==> src/rtl/alu_2bit_pkg.sv <==
// Shared types and widths for the registered 2-bit ALU.
// The result is one bit wider than the operands to hold the carry or borrow.
package alu_2bit_pkg;

  localparam int ALU_WIDTH = 2;
  localparam int RES_WIDTH = ALU_WIDTH + 1;

  typedef enum logic [1:0] {
    OP_ADD = 2'b00,
    OP_SUB = 2'b01,
    OP_AND = 2'b10,
    OP_OR  = 2'b11
  } op_e;

endpackage

==> src/rtl/alu_2bit_core.sv <==
// Combinational ALU datapath: add/sub/and/or on zero-extended operands, plus zero flag.
// Unknown opcodes fall into the default arm, so the result is zero and carries no X.
module alu_2bit_core
  import alu_2bit_pkg::*;
#(
  parameter int WIDTH = ALU_WIDTH
) (
  input  logic [WIDTH-1:0] A,
  input  logic [WIDTH-1:0] B,
  input  logic [1:0]       Op,
  output logic [WIDTH:0]   result,
  output logic             zero
);

  logic [WIDTH:0] a_ext;
  logic [WIDTH:0] b_ext;

  assign a_ext = {1'b0, A};
  assign b_ext = {1'b0, B};

  // Subtraction wraps modulo 2^(WIDTH+1), so the MSB is set exactly when A < B.
  always_comb begin
    result = '0;
    case (Op)
      OP_ADD:  result = a_ext + b_ext;
      OP_SUB:  result = a_ext - b_ext;
      OP_AND:  result = a_ext & b_ext;
      OP_OR:   result = a_ext | b_ext;
      default: result = '0;
    endcase
  end

  assign zero = (result == '0);

endmodule

==> src/rtl/alu_2bit.sv <==
// Registered ALU: inputs sampled when in_valid, result/zero/out_valid one cycle later.
// No backpressure; Y and zero hold between valid inputs, out_valid follows in_valid.
module alu_2bit
  import alu_2bit_pkg::*;
#(
  parameter int WIDTH = ALU_WIDTH
) (
  input  logic             clk,
  input  logic             rst_n,
  input  logic             in_valid,
  input  logic [WIDTH-1:0] A,
  input  logic [WIDTH-1:0] B,
  input  logic [1:0]       Op,
  output logic             out_valid,
  output logic [WIDTH:0]   Y,
  output logic             zero
);

  logic [WIDTH:0] core_result;
  logic           core_zero;

  logic [WIDTH:0] y_d, y_q;
  logic           zero_d, zero_q;
  logic           valid_d, valid_q;

  alu_2bit_core #(
    .WIDTH (WIDTH)
  ) u_core (
    .A      (A),
    .B      (B),
    .Op     (Op),
    .result (core_result),
    .zero   (core_zero)
  );

  always_comb begin
    y_d     = y_q;
    zero_d  = zero_q;
    valid_d = in_valid;
    if (in_valid) begin
      y_d    = core_result;
      zero_d = core_zero;
    end
  end

  always_ff @(posedge clk or negedge rst_n) begin
    if (!rst_n) begin
      y_q     <= '0;
      zero_q  <= 1'b0;
      valid_q <= 1'b0;
    end else begin
      y_q     <= y_d;
      zero_q  <= zero_d;
      valid_q <= valid_d;
    end
  end

  assign Y         = y_q;
  assign zero      = zero_q;
  assign out_valid = valid_q;

endmodule

==> config.mk <==
export PLATFORM = sky130hd
export DESIGN_NAME = alu_2bit
export DESIGN_NICKNAME = d
export VERILOG_FILES = /design/src/rtl/alu_2bit_pkg.sv /design/src/rtl/alu_2bit_core.sv /design/src/rtl/alu_2bit.sv
export SDC_FILE = /design/constraint.sdc
export NUM_CORES = 1
export LEC_CHECK = 0
export BUFFER_PORTS_ARGS = -buffer_cell sky130_fd_sc_hd__clkbuf_2
export CAP_MARGIN = 20
export CORE_AREA = 3 3 40 42
export CTS_CLUSTER_DIAMETER = 60
export CTS_CLUSTER_SIZE = 30
export DETAILED_ROUTE_END_ITERATION = 8
export DIE_AREA = 0 0 43 45
export GPL_ROUTABILITY_DRIVEN = 0
export SKIP_LAST_GASP = 1
export SLEW_MARGIN = 10
export SYNTH_ARGS = -nofsm -noshare
export SYNTH_HDL_FRONTEND = slang
export SYNTH_SLANG_ARGS = --single-unit
==> constraint.sdc <==
create_clock -name clk -period 0.8 [get_ports clk]
set_input_delay 0 -clock clk [delete_from_list [all_inputs] [get_ports clk]]
set_output_delay 0 -clock clk [all_outputs]
set_load 0.02 [all_outputs]
### Word level (Yosys, flattened, before mapping)

Index checks and enable logic that the tools add are counted.

| storage, ports and cells | value |
|---|---|
| register bits after elaboration | 5 |
| input bits | 9 |
| word-level logic and storage cells | 13 |

| cells by class | value |
|---|---|
| add/subtract/negate cells | 2 |
| eq/ne operators | 3 |
| mux-type cells | 1 |
| bitwise gates (word level) | 2 |
| reductions and logical operators | 2 |

Operators by type and width:

| kind | count |
|---|---|
| $pmux 3 s4 | 1 |
| $eq 2x2->1 const B | 2 |
| $add 2x2->3 | 1 |
| $logic_not 3->1 | 1 |
| $sub 2x2->3 | 1 |
| $and 2x2->2 | 1 |
| $eq 2x1->1 const B | 1 |
| $logic_not 2->1 | 1 |
| $or 2x2->2 | 1 |

### Longest topological paths before layout

Gate-level depths: netlist (run 1).

| depth | value |
|---|---|
| depth in word-level cells | 3 |
| gate-level depth with buffers | 7 |

### Modules after synthesis

A second synthesis (run 1) with hierarchy kept.

| unflattened totals | value |
|---|---|
| cell total of the unflattened synthesis | 33 |
| area, all modules | 371.6 um^2 |

Modules (own cells, without submodules):

| module | instances | cells each | area each (um^2) |
|---|---|---|---|
| alu_2bit_core | 1 | 24 | 201.4 |
| alu_2bit | 1 | 9 | 170.2 |

### Worst setup path after synthesis (run 1)

No wires, ideal clock.

| timing path | value |
|---|---|
| path type | input port to flip-flop |
| start point | input port B[0] |
| end point | register zero_q (netlist: zero) |
| library setup time | 0.101 ns |
| arrival | 1.357 ns |
| setup slack | -0.658 ns |
| cell stages on the path | 7 |
| buffers on the path | 0 |
| cell sequence | inv_1 ha_1 mux2i_1 fa_1 o21bai_1 o311ai_1 o32ai_1 |

| on the way | value |
|---|---|
| cells in the longest elaborated chain, start to end | 3 |

RTL lines:

| item | line | text |
|---|---|---|
| from (decl) | alu_2bit.sv:12 | `input logic [WIDTH-1:0] B,` |
| $sub 2x2->3, or another cell as far along | alu_2bit_core.sv:26 | `OP_SUB: result = a_ext - b_ext;` |
| $pmux 3 s4 (*) | alu_2bit_core.sv:24 | `case (Op)` |
| $logic_not 3->1 (*) | alu_2bit_core.sv:33 | `assign zero = (result == '0);` |
| to (signal assigned) | alu_2bit.sv:53 | `zero_q <= zero_d;` |
| to (decl) | alu_2bit.sv:23 | `logic zero_d, zero_q;` |

Mark *: on every way between the ends. The rest lies on a longest branch, timed or not.
A chain may end at the register's enable or synchronous reset.

### Worst setup path in the final report (run 1)

| timing path | value |
|---|---|
| start point | input port B[1] |
| end point | register zero_q (netlist: zero) |

Same word-level chain as after synthesis.

==> results_dict.tcl, run 1 <==
set metrics [dict create \
    worst_ep_required_time_ns 0.95 \
    first_iter_violations 2 \
    hold_class "in -> reg" \
    synthesis.area_sq_um 348 \
    critPathLaunchType "input port" \
    place_ws_ns -0.820 \
    worst_slew_pin_slew_ns 0.223 \
    synthesis.nets 49 \
    p_sw_uw 283 \
    dieArea_sq_um 1940 \
    port_buffers 13 \
    drc 0 \
    p_clk_share_pct 32.2 \
    routed_via_density 4.57 \
    h-tree-depth 1 \
    cts_hold_buf 1 \
    layout_setup_ws_ns -0.466 \
    sequentialPowerShare_pct 32.3 \
    clkSlewWorstSetupHoldPaths_ns 0.05 \
    fin_cells 76 \
    wl_microns 784 \
    cpPeakStageDelay_ns 0.48 \
    yosysSeqAreaShare_pct 36.0 \
    clk-insertion-delay-late_ns 0.24 \
    wl_per_cell_microns 10.3 \
    area_growth_pct 78.8 \
    ir_worst_vdd_mv 0.664 \
    fp.dieH_microns 45 \
    grt_util_all_layers_pct 10.1 \
    cp_slowest_cell "fa_2" \
    path_class "in -> reg" \
    p_leak_nw 0.311 \
    start_util_pct 27.1 \
    finalCriticalPeriod_ns 1.27 \
    syn_inst 35 \
    placed_cells 70 \
    antenna_found_initial 0 \
    power_density_nw_per_um2 1510 \
    cts_tree "done" \
    clock_skew_ns 0 \
    setup_viol 3 \
    switching_share_pct 30.2 \
    relSlewSlack_pct 84.9 \
    clk_root_buffer_cell "clkbuf_4" \
    yosysWarnings 0 \
    synth.ff_latch_count 5 \
    place_hpwl_microns 633 \
    status "finished, violations left" \
    hold_viol 1 \
    power.internal_uw 654 \
    pwr-share-comb_pct 35.5 \
    ant_nets 0 \
    fp.coreArea_sq_um 1280 \
    cts_max_path_buffers 2 \
    die_x_microns 43 \
    cts_num_sinks 5 \
    cts_buffers 3 \
    final_nets 76 \
    rsz0062_at_grt "true" \
    drive_gt1_share_pct 52.5 \
    hold_slack_ns -0.0298 \
    num_antenna_cells 0 \
    crit_arrival_ns 1.41 \
    max_freq_mhz 790 \
    ioPinCount 14 \
    violations "negative hold slack, negative setup slack" \
    drt_pass1_iterations 4 \
    ys_types 18 \
    crit_chain "buf_8 > inv_4 > ha_4 > mux2i_1 > fa_2 > o21bai_1 > o311ai_1 > o32ai_1" \
    syn_avg_cell_area_sq_um 9.94 \
    critPathBufInv 2 \
    cp-end-kind "flip-flop" \
    cpLargestDelayFamily "adder cells" \
    cp_max_fo 2 \
    vias 347 \
    slew_viol_final 0 \
    grt_pass1_vias 336 \
    fin_crit_sh_pct 158 \
    grt_pass1_wl_microns 1370 \
    globalRoute.totalOverflow 0 \
    maxCapViolations 0 \
    grt_max_degree 9 \
    num_rows 13 \
]
## cells in the final DEF (no fill, tap or decap)
master | netlist | routed
o21ai_0 | 3 | 2
clkbuf_1 | 0 | 1
o22a_1 | 2 | 2
fa_2 | 0 | 1
o311ai_1 | 1 | 1
clkbuf_2 | 0 | 6
nor2_1 | 1 | 1
ha_4 | 0 | 1
inv_4 | 0 | 1
buf_8 | 0 | 3
o211a_1 | 1 | 1
a21oi_1 | 1 | 1
inv_2 | 0 | 1
ha_1 | 4 | 3
mux2i_1 | 1 | 1
o21bai_1 | 1 | 1
o21a_1 | 1 | 1
inv_6 | 0 | 1
buf_4 | 0 | 8
dfrtp_1 | 5 | 5
nor3_2 | 0 | 1
dlygate4sd3_1 | 0 | 1
nand2_1 | 1 | 1
or2b_1 | 1 | 1
mux2_2 | 1 | 1
buf_6 | 0 | 4
clkbuf_4 | 0 | 3
o21ai_1 | 0 | 1
o32ai_1 | 1 | 1
inv_1 | 7 | 4
nor3_4 | 0 | 1
## per-layer routing
layer	up-vias	part of all wire [%]	GRT usage, %
li1	179	-	-
met1	158	46	11.4
met2	10	49	15.0
met3	0	4.7	4.78
met4	0	0	7.23
met5	-	0	0
## registers in the layout, summed over array words and instances (netlist names)
signal / cells
Y: 3
out_valid: 1
zero: 1
## worst paths after layout
kind / start / endpoint / slack [ns] / depth (start not counted)
max: B[1] / zero / -0.47 / 8
min: in_valid / out_valid / -0.03 / 1
max reg2reg: Y[2] / Y[2] / 0.07 / 1
min reg2reg: Y[2] / Y[2] / 0.50 / 1
max in group asynchronous: rst_n / Y[2] / 0.55 / 2
min in group asynchronous: rst_n / zero / 0.10 / 2
## timing repair
| action | CTS | global route |
|---|---|---|
| pin swaps | 3 | 3 |
| buffers inserted | 1 | 0 |
| gates resized for setup | 2 | 20 |
| gates cloned | 0 | 0 |
| hold endpoints to repair | 6 | 1 |
| endpoints found under the setup margin | 3 | 6 |
## power groups by stage
stage | combinational, mW | clock, mW | sequential, mW
after floorplan | 0.108 | 0 | 0.340
after global placement | 0.262 | 0 | 0.300
after detailed placement | 0.264 | 0 | 0.303
after CTS | 0.281 | 0.313 | 0.299
after global routing | 0.368 | 0.343 | 0.305
final | 0.333 | 0.302 | 0.302
## Yosys cell counts (all sizes together)
| cell type | instances | share of area (%) |
|---|---|---|
| o32ai | 1 | 2.5 |
| o21ai | 3 | 4.3 |
| ha | 4 | 14 |
| o21bai | 1 | 2.2 |
| o211a | 1 | 2.9 |
| dfrtp | 5 | 36 |
| nand2 | 1 | 1.1 |
| o311ai | 1 | 2.5 |
| fa | 1 | 5.8 |
| mux2i | 1 | 2.9 |
| a21oi | 1 | 1.4 |
| inv | 7 | 7.6 |
| o22a | 2 | 5.0 |
| o21a | 1 | 2.2 |
| nor3 | 2 | 2.9 |
| or2b | 1 | 2.2 |
| mux2 | 1 | 3.2 |
| nor2 | 1 | 1.1 |
## cells by family after synthesis
kind of cell	share of synthesized area, %
simple gates	7.19
mux	6.11
compound gates	23.0
fa+ha+maj	20.1
flops	36.0
buf+inv	7.56
## cell type report
cell class	count	area [sq um]
repair buffers	22	190
flip-flops and latches	5	125
multi-input cells	23	228
inverters	7	33.8
fillers	123	663
well taps	15	18.8
clock buffers	4	26.3
## per-stage QoR
step           hold WS (ns)  total power [mW]  utilization (%)  TNS, ns  cell area [sq um]
6_report            -0.0298             0.937             48.4    -1.21                622
5_1_grt             -0.0432              1.02             48.4    -1.35                622
4_1_cts             -0.0324             0.893             44.0    -1.18                566
3_5_place_dp         -0.171             0.567             39.2    -2.39                504
3_3_place_gp         -0.179             0.562             39.2    -2.38                504
2_1_floorplan        -0.296             0.448                -    -1.62                368
(Power assumes the default switching activity.)
==> run 2, diff against run 1 <==
SETUP_SLACK_MARGIN = 0.5   (was not set)
==> results_dict.tcl, run 2 (synthesis gave the netlist of run 1 again) <==
set metrics [dict create \
    h-tree-depth 1 \
    fin_crit_sh_pct 169 \
    worst_slew_pin_slew_ns 0.244 \
    fin_tns_setup_ns -1.54 \
    start_util_pct 27.1 \
    clk_root_buffer_cell "clkbuf_4" \
    finalPower_uw 994 \
    antenna_found_initial 0 \
    first_iter_violations 5 \
    finalCriticalPeriod_ns 1.35 \
    rsz0062_at_grt "true" \
    cp_max_fo 2 \
    vias 361 \
    cts_max_path_buffers 2 \
    switching_share_pct 30.2 \
    ioPinCount 14 \
    final_common_cell "buf_4" \
    fp.dieH_microns 45 \
    die_x_microns 43 \
    path_class "in -> reg" \
    maxCapViolations 0 \
    status "finished, violations left" \
    p_leak_nw 0.315 \
    power.internal_uw 694 \
    grt_max_degree 9 \
    slew_viol_final 0 \
    multi_input_area_sq_um 248 \
    min_from "in_valid" \
    critPathLaunchType "input port" \
    layout_setup_ws_ns -0.552 \
    drc 0 \
    num_rows 13 \
    worst_ep_required_time_ns 0.94 \
    max_freq_mhz 740 \
    grt_pass1_vias 343 \
    clock_skew_ns 0 \
    sequentialPowerShare_pct 31.2 \
    setup_viol 3 \
    ant_nets 0 \
    drive_gt1_share_pct 61.9 \
    relSlewSlack_pct 83.5 \
    cp-end-kind "flip-flop" \
    pwr-share-comb_pct 39.1 \
    wl_microns 983 \
    grt_util_all_layers_pct 10.2 \
    final_nets 78 \
    power_density_nw_per_um2 1520 \
    clk-insertion-delay-late_ns 0.24 \
    r2r-start "Y[2]" \
    routed_via_density 4.63 \
    final_cell_mix "10 x buf_4, 7 x buf_6, 4 x inv_1, 4 x clkbuf_2" \
    cts_hold_buf 1 \
    wl_per_cell_microns 12.6 \
    fp.coreArea_sq_um 1280 \
    violations "negative hold slack, negative setup slack" \
    cts_buffers 3 \
    clkSlewWorstSetupHoldPaths_ns 0.05 \
    crit_arrival_ns 1.49 \
    nFillCells 125 \
    place_hpwl_microns 690 \
    seqCellArea_sq_um 129 \
    cts_num_sinks 5 \
    largest_register_ffs 3 \
    globalRoute.totalOverflow 0 \
    p_clk_share_pct 29.7 \
    hold_class "in -> reg" \
    ir_worst_vdd_mv 0.550 \
    area_growth_pct 87.8 \
    drt_pass1_iterations 4 \
    cts_tree "done" \
    cp-startpoint "Op[1]" \
    num_antenna_cells 0 \
    p_sw_uw 300 \
    port_buffers 13 \
    dieArea_sq_um 1940 \
    grt_pass1_wl_microns 1450 \
    hold_slack_ns -0.0159 \
    hold_viol 1 \
]
run 2: final cells by class:
type                       instances  share of cell area (%)
multi-input combinational         23                    37.9
inverter                           7                    4.41
clock buffer                       4                    4.02
sequential                         5                    19.7
tap                               15                    2.87
timing repair buffer              24                    31.0
run 2: worst paths after layout:
check,end,slack [ns],depth (start not counted)
min in group asynchronous,out_valid,0.10,2
worst min register to register,Y[0],0.52,1
worst max-delay path,zero,-0.55,7
worst max register to register,Y[2],0.01,1
worst min-delay path,out_valid,-0.02,1
max in group asynchronous,Y[1],0.54,2
run 2: what timing repair did:
action | CTS | global route
resized for setup | 3 | 23
cloned | 0 | 0
setup buffers | 1 | 2
setup endpoints to repair | 9 | 12
pin swaps | 3 | 2
hold endpoints to repair | 6 | 1
run 2: routing by layer:
| metal | vias up | routed length (microns) | global-route usage (%) |
|---|---|---|---|
| met5 | - | 0 | 0 |
| met4 | 0 | 15 | 5.42 |
| met3 | 2 | 51 | 2.79 |
| met2 | 14 | 492 | 16.5 |
| met1 | 168 | 423 | 12.4 |
| li1 | 177 | - | - |
run 2: stage by stage:
stage	setup WS, ns	hold WS (ns)	cells	utilization (%)	cell area, sq um
3_3_place_gp	-0.843	-0.180	70	39.5	508
5_1_grt	-0.618	-0.0287	78	50.8	653
4_1_cts	-0.537	-0.0421	76	44.9	577
6_report	-0.552	-0.0159	78	50.8	653
3_5_place_dp	-0.878	-0.173	70	39.5	508
2_1_floorplan	-0.624	-0.296	35	-	372
run 2: worst max-delay path, cell delays in order:
cell and delay (ns):
buf_6 0.09, or2b_1 0.23, mux2i_2 0.20, fa_2 0.48
o21bai_1 0.15, o311ai_1 0.11, o32ai_1 0.22
run 2: power by group through the flow:
stage | Clock [mW] | Combinational, mW | Sequential (mW)
finish | 0.295 | 0.389 | 0.310
global route | 0.331 | 0.417 | 0.311
CTS | 0.309 | 0.296 | 0.303
detailed placement | 0 | 0.270 | 0.307
global placement | 0 | 0.263 | 0.304
floorplan | 0 | 0.108 | 0.344
